**src/rtl/gold_seq_gen_par.sv**
```systemverilog
// gold_seq_gen_par: W-bit-per-cycle NR Gold sequence generator with runtime seed, length and offset
module gold_seq_gen_par #(
  parameter int W = 8,
  parameter int LEN_W = 16,
  parameter int NC = 1600
) (
  input  logic                     clk,
  input  logic                     rst,
  input  logic                     start,
  input  logic [30:0]              c_init,
  input  logic [LEN_W-1:0]         seq_len,
  input  logic [LEN_W-1:0]         skip,
  output logic                     busy,
  output logic [W-1:0]             out_data,
  output logic                     out_valid,
  input  logic                     out_ready,
  output logic                     out_last,
  output logic [$clog2(W+1)-1:0]   out_nbits,
  output logic                     done
);
  localparam int SW = $clog2(W+1);
  localparam int DW = LEN_W + 12;
  typedef enum logic [2:0] {IDLE, LOAD, DISCARD, RUN, DONE} state_t;
  state_t state, state_n;
  logic [30:0] x1, x2, cinit_r;
  logic [30:0] x1s [0:W];
  logic [30:0] x2s [0:W];
  logic [LEN_W-1:0] len_r, skip_r, r_q;
  logic [DW-1:0] d_q;
  logic [SW-1:0] d_step, r_step, adv;
  logic [W-1:0] word;
  logic hs, take;
  assign hs = out_valid && out_ready;
  assign take = (state == RUN) && (!out_valid || out_ready) && (r_q != '0);
  assign d_step = (d_q >= DW'(W)) ? SW'(W) : d_q[SW-1:0];
  assign r_step = (r_q >= LEN_W'(W)) ? SW'(W) : r_q[SW-1:0];
  assign adv = (state == DISCARD) ? d_step : take ? r_step : '0;
  assign busy = state != IDLE;
  assign done = state == DONE;
  always_comb begin
    x1s[0] = x1;
    x2s[0] = x2;
    for (int k = 0; k < W; k++) begin
      x1s[k+1] = {x1s[k][3] ^ x1s[k][0], x1s[k][30:1]};
      x2s[k+1] = {x2s[k][3] ^ x2s[k][2] ^ x2s[k][1] ^ x2s[k][0], x2s[k][30:1]};
    end
    word = '0;
    for (int i = 0; i < W; i++) word[i] = (SW'(i) < r_step) ? x1s[i][0] ^ x2s[i][0] : 1'b0;
  end
  always_comb begin
    state_n = state;
    case (state)
      IDLE:    state_n = start ? LOAD : IDLE;
      LOAD:    state_n = (len_r == '0) ? DONE : DISCARD;
      DISCARD: state_n = (d_q == DW'(d_step)) ? RUN : DISCARD;
      RUN:     state_n = (hs && out_last) ? DONE : RUN;
      DONE:    state_n = IDLE;
      default: state_n = IDLE;
    endcase
  end
  always_ff @(posedge clk or negedge rst)
    if (!rst) state <= IDLE;
    else state <= state_n;
  always_ff @(posedge clk or negedge rst) begin
    if (!rst) begin
      x1 <= '0;
      x2 <= '0;
      cinit_r <= '0;
      len_r <= '0;
      skip_r <= '0;
      r_q <= '0;
      d_q <= '0;
      out_data <= '0;
      out_valid <= 1'b0;
      out_last <= 1'b0;
      out_nbits <= '0;
    end else begin
      if (state == IDLE && start) begin
        cinit_r <= c_init;
        len_r <= seq_len;
        skip_r <= skip;
      end
      if (state == LOAD) begin
        x1 <= 31'h1;
        x2 <= cinit_r;
        d_q <= DW'(NC) + DW'(skip_r);
        r_q <= len_r;
      end else begin
        x1 <= x1s[adv];
        x2 <= x2s[adv];
      end
      if (state == DISCARD) d_q <= d_q - DW'(d_step);
      if (take) begin
        out_data <= word;
        out_nbits <= r_step;
        out_last <= r_q == LEN_W'(r_step);
        out_valid <= 1'b1;
        r_q <= r_q - LEN_W'(r_step);
      end else if (hs) begin
        out_valid <= 1'b0;
        out_last <= 1'b0;
      end
    end
  end
endmodule
```
**config.mk**
```make
export PLATFORM = sky130hd
export DESIGN_NAME = gold_seq_gen_par
export DESIGN_NICKNAME = d
export VERILOG_FILES = /design/src/rtl/gold_seq_gen_par.sv
export SDC_FILE = /design/constraint.sdc
export NUM_CORES = 1
export LEC_CHECK = 0
export ABC_AREA = 1
export CAP_MARGIN = 20
export CORE_UTILIZATION = 35
export DETAILED_ROUTE_END_ITERATION = 12
export PLACE_DENSITY_LB_ADDON = 0.12
export SLEW_MARGIN = 25
export SYNTH_ARGS = -nofsm -noshare
export SYNTH_HDL_FRONTEND = slang
export SYNTH_SLANG_ARGS = --single-unit
export TNS_END_PERCENT = 5
```
**constraint.sdc**
```tcl
create_clock -name clk -period 2.6 [get_ports clk]
set_clock_uncertainty 0.2 [all_clocks]
set_input_delay 0.39 -clock clk [delete_from_list [all_inputs] [get_ports clk]]
set_output_delay 0.39 -clock clk [all_outputs]
set_load 0.01 [all_outputs]
```
; Word level (Yosys, flattened, before mapping)
; Index checks and enable logic that the tools add are counted.
[totals]
ff_bits = 186
output_inout_bits = 16
input_bits = 67
word_cells = 119
[op_classes]
mux = 32
add_sub_neg = 3
eq_ne = 6
order_cmp = 11
n_reduce_logical = 14
bitwise_logic = 41
[op_table]
columns = op, n
row1 = $bmux W31 S4, 2
row2 = $mux W31, 6
row3 = $mux W28, 2
row4 = $xor A1 B1 Y1, 40
row5 = $mux W16, 2
row6 = $eq A28 B4 Y1, 1
row7 = $ge A28 B4 Y1 const B, 1
row8 = $sub A28 B4 Y28, 1
row9 = $add A11 B16 Y17 const A, 1
row10 = $eq A16 B4 Y1, 1
row11 = $ge A16 B4 Y1 const B, 1
row12 = $logic_not A16 Y1, 1
row13 = $lt A3 B4 Y1 const A, 4
row14 = $mux W4, 4
row15 = $reduce_bool A16 Y1, 1
row16 = $sub A16 B4 Y16, 1
row17 = $mux W1, 13
row18 = $pmux W3 S4, 1
row19 = $lt A1 B4 Y1 const A, 2
row20 = $lt A2 B4 Y1 const A, 2
row21 = $eq A3 B2 Y1 const B, 2
row22 = $mux W3, 2
row23 = $reduce_bool A2 Y1, 3
row24 = $ge A5 B5 Y1 const B, 1
row25 = other kinds (8), 12

; Longest topological paths before layout
; Gate-level depths: netlist of run 1.
[logic_depth]
depth_word = 11
ltp_mapped = 17
mapped_depth_nobuf = 16

; Least setup slack after synthesis of run 1
; Ideal clock, no wire load.
[synth_timing]
kind = register to register
startpoint = register d_q[15]
endpoint = register x1[5]
synth_period_minus_slack_ns = 2.227
path_stages_with_launch = 14
n_path_buf = 1
arrival_time_ns = 1.910
t_required_ns = 2.283
slack_ns = 0.373
setup_time_ns = 0.117
path_cell_list = dfrtp_1 -> nor2_2 -> nand2_1 -> nor2_2 -> nand2_4 -> nor2_8 -> nand2_1 -> o21ai_2 -> buf_2 -> nand3_1 -> nand3_1 -> nand2_1 -> o21ai_1 -> inv_1
[synth_between]
elab_chain_cells = 8
[synth_lines]
columns = element, line_no
row1 = "start, declared", 29  ; logic [DW-1:0] d_q;
row2 = "start signal, assigned", 86  ; d_q <= DW'(NC) + DW'(skip_r);
row3 = "start signal, assigned", 92  ; if (state == DISCARD) d_q <= d_q - DW'(d_step);
row4 = $ge A28 B4 Y1, 35  ; assign d_step = (d_q >= DW'(W)) ? SW'(W) : d_q[SW-1:0];
row5 = $mux W4, 35
row6 = $mux W4, 37  ; assign adv = (state == DISCARD) ? d_step : take ? r_step : '0;
row7 = $not A4 Y5 (not written as such), 89  ; x1 <= x1s[adv];
row8 = $bmux W31 S4, 89
row9 = $mux W31 (not written as such) (2 in a row), 89
row10 = $mux W31, 83  ; if (state == LOAD) begin
row11 = "end signal, assigned", 89
row12 = "end, declared", 25  ; logic [30:0] x1, x2, cinit_r;
; Every way passes these cells. The select of a mux whose other input is x is not followed.
; A chain may end at the register's enable or synchronous reset.

; Worst setup path after layout of run 1
[layout_timing]
startpoint = register state[2]
endpoint = register x1[20]
[layout_between]
elab_chain_cells = 10
word_cells_on_any_way = 12
cone_classes = eq/ne (3) / mux (6) / bitwise (1) / reduce/logical (2)
[layout_lines]
columns = element, line_no
row1 = "start, declared", 24  ; state_t state, state_n;
row2 = "start signal, assigned", 63  ; else state <= state_n;
row3 = $eq A3 B2 Y1, 34  ; assign take = (state == RUN) && (!out_valid || out_ready) && (r_q != '0);
row4 = $logic_and A1 B1 Y1 (2 in a row), 34
row5 = $mux W4 (2 in a row), 37
row6 = $not A4 Y5 (not written as such), 89
row7 = $bmux W31 S4, 89
row8 = $mux W31 (not written as such) (2 in a row), 89
row9 = $mux W31 (*), 83
; Mark *: on every way between the ends. The rest lies on a longest branch, timed or not. The select of a mux whose other input is x is not followed.

==> impl_metrics.toml, run 1 <==
[critical_path]
critical_path_class = "flip-flop to flip-flop"
cp_max_fo = 34
r2r_end = "x1[20]"
crit_required_ns = 2.75
max_stage_delay_ns = 0.43
cp_top_family = "simple AND/OR/NAND/NOR gates"
crit_chain = "inv_1 > nand3_1 > clkinv_1 > nand2_1 > a21oi_2 > nand2_2 > nand2_4 > inv_2 > buf_12 > nand2_1 > nand3_1 > nand3_1 > nand3_1 > nand2_1 > inv_1"
r2r_slack_ns = 0.08
crit_path_start_kind = "flip-flop"
ff2ff_path_depth = 15
worstSetupEndpointType = "flip-flop"
critPathArrivalTime_ns = 2.67
critPathBufInv = 5
r2r-start = "state[2]"
cpMaxStageDelayCell = "dfrtp_1"
crit_top_cell = "nand3_1"

[placement]
dp_hpwl_um = 25910
placed_cells = 2135
gp_congestion = 0.8869
dpl_cell_area_sq_um = 13640
port_buffers = 82

[pwr]
ir_drop_uv = 561.0
p_leak_nw = 6.748
totalPowerFinal_mw = 18.59
power.density_nw_per_um2 = 1284

[routing]
vias = 11597
drc_errors = 0
wl_met2_um = 16450
detail-route-antenna-nets = 0
wl_met1_um = 17510
drtIter0Drc = 1076
routed.top_layer = "met4"
wl_met3_um = 1698
post_drt_wl_per_cell_um = 16.65
first_pass_iters = 5
wirelength_um = 36220
via_per_inst = 5.332

[synth]
synth_top_family_by_area = "simple AND/OR/NAND/NOR gates"
synth_xor_xnor_area_share = 0.02798
synth_area_sq_um = 11580
netlist_instances = 1583
synth-edff-count = 0
synthAdderAreaFrac = 0.003241
synth-seq-cells = 186
ys_async_sr_fraction = 1.000
synth.area.mux_share = 0.03976
synth-simple-area-share = 0.3376
yosysWarnings = 0
yosysUniqueCellTypes = 50
synth_compound_area_frac = 0.1106
ys_dominant_reg_cell = "dfrtp_1"
yosysSeqAreaShare = 0.4019
synth_area_per_cell_sq_um = 7.316

[floorplanning]
die_y_um = 183.9
initial_utilization = 0.3559
core_sq_um = 32540
die_x_um = 183.9
num_rows = 66
die_area_sq_um = 33820
ioPinCount = 83

[timing]
period_minus_slack_ns = 2.518
slew_viol_final = 0
max_freq_mhz = 397.2
rsz0062_at_grt = "yes"
setup_viol = 0
hold_viol = 0
min_period_over_period = 0.9684

[grt]
grt_max_degree = 63
antenna_found_initial = 0
grtUsageTotal = 0.2206
grt_overflow = 0
grt_pass1_vias = 11114
grt_pass1_wl_um = 58710

[finish]
syn2layout_area_growth_pct = 25.08
antenna_cells = 0
drive_gt1_frac = 0.1541
final_cell_mix = "340 x nand2_1, 332 x nand3_1, 186 x dfrtp_1"
final_common_cell = "nand2_1"
finish.utilization = 0.4452
finalInstanceArea_sq_um = 14490
fillers = 3390
final_cells = 2175
fin_nets = 1791

[clocking]
cts-root-buf = "clkbuf_16"
clkTransAtPathRegs_ns = 0.07
htree_levels = 4
clockBufferDepth = 2
cts_tree = "built"
clk_latency_ns = 0.46
clock_sinks = 186
numCtsBuffers = 17

[worst_hold_path]
hold_class = "input pin to asynchronous set/reset pin"

[flow_run]
maxCapViolations = 0

[run_status]
status = "finished clean"
-- metrics by stage --
stage               TNS, ns  hold slack [ns]  setup slack, ns
detailed placement   -6.813           0.1480          -0.1930
floorplan                 0          -0.1056           0.3733
global route        -0.3834           0.2527         -0.04940
finish                    0           0.2278          0.08221
global placement     -6.547           0.1481          -0.2264
CTS                       0           0.2317          0.03274
-- routing by layer --
layer | track usage | vias up
met2 | 0.3456 | 330
met4 | 0.05733 | 0
met1 | 0.3123 | 5596
met5 | 0 | -
li1 | - | 5619
met3 | 0.03803 | 52
-- power by group --
group          internal [mW]  switching [mW]  total [mW]
clock                   1.42            1.23        2.65
sequential              4.33            1.33        5.66
combinational           4.41            5.87        10.3
-- sequential cells by signal (all words and copies together) (netlist names) --
name       count
x1            31
x2            31
state          3
len_r         16
out_last       1
skip_r        16
cinit_r       31
out_data       8
out_valid      1
out_nbits      4
r_q           16
d_q           28
-- cells in the mapped netlist (14+ instances only) --
master | instances | area [sq um]
buf_2 | 28 | 140.1
xor2_1 | 16 | 140.1
o21ai_0 | 62 | 310.3
nand3_1 | 336 | 1682
nand2_1 | 357 | 1340
a31oi_1 | 29 | 181.4
a21oi_1 | 75 | 375.4
dfrtp_1 | 186 | 4654
nor2_1 | 123 | 461.7
o21ai_1 | 14 | 70.07
clkbuf_1 | 44 | 165.2
xnor2_1 | 21 | 183.9
mux2_2 | 40 | 450.4
inv_1 | 120 | 450.4
-- final cells by class --
type                    count  area, sq um  area share
clock buffers              22        484.2     0.03343
clock inverters             9        91.34    0.006306
inverters                 128        486.7     0.03360
multi-input cells        1180         6170      0.4259
flip-flops and latches    186         4654      0.3213
well taps                 442        553.0     0.03818
repair buffers            208         2046      0.1412
-- repair_timing --
action,4_1_cts,5_1_grt
resized for setup,2,54
cloned,0,1
hold buffers,1,0
buffers inserted,0,7
hold endpoints to repair,33,0
setup endpoints to repair,3,79
pin swaps,0,6
-- cells by family after synthesis --
| logic type | count (synthesis) |
|---|---|
| flip-flops | 186 |
| multiplexers | 41 |
| buffers and inverters | 218 |
| XOR/XNOR | 37 |
| adder cells (fa/ha/maj) | 3 |
| AND/OR/NAND/NOR | 874 |
| other | 1 |
| AO/OA/AOI/OAI | 223 |
-- worst max path at each step --
| stage | from | to | slack, ns | cells after the start |
|---|---|---|---|---|
| floorplan | d_q[15] | x1[5] | 0.37 | 13 |
| global placement | out_ready | x2[3] | -0.23 | 14 |
| detailed placement | out_ready | x1[12] | -0.19 | 14 |
| CTS | d_q[10] | x2[3] | 0.03 | 14 |
| global route | r_q[15] | x1[20] | -0.05 | 15 |
| finish | state[2] | x1[20] | 0.08 | 15 |
Power figures use the tool's default switching activity.
==> inputs of run 2 (changes only) <==
CAP_MARGIN = 5   (was 20)
==> results of run 2 <==
No change in the layout: final DEF, timing and power equal those of run 1.
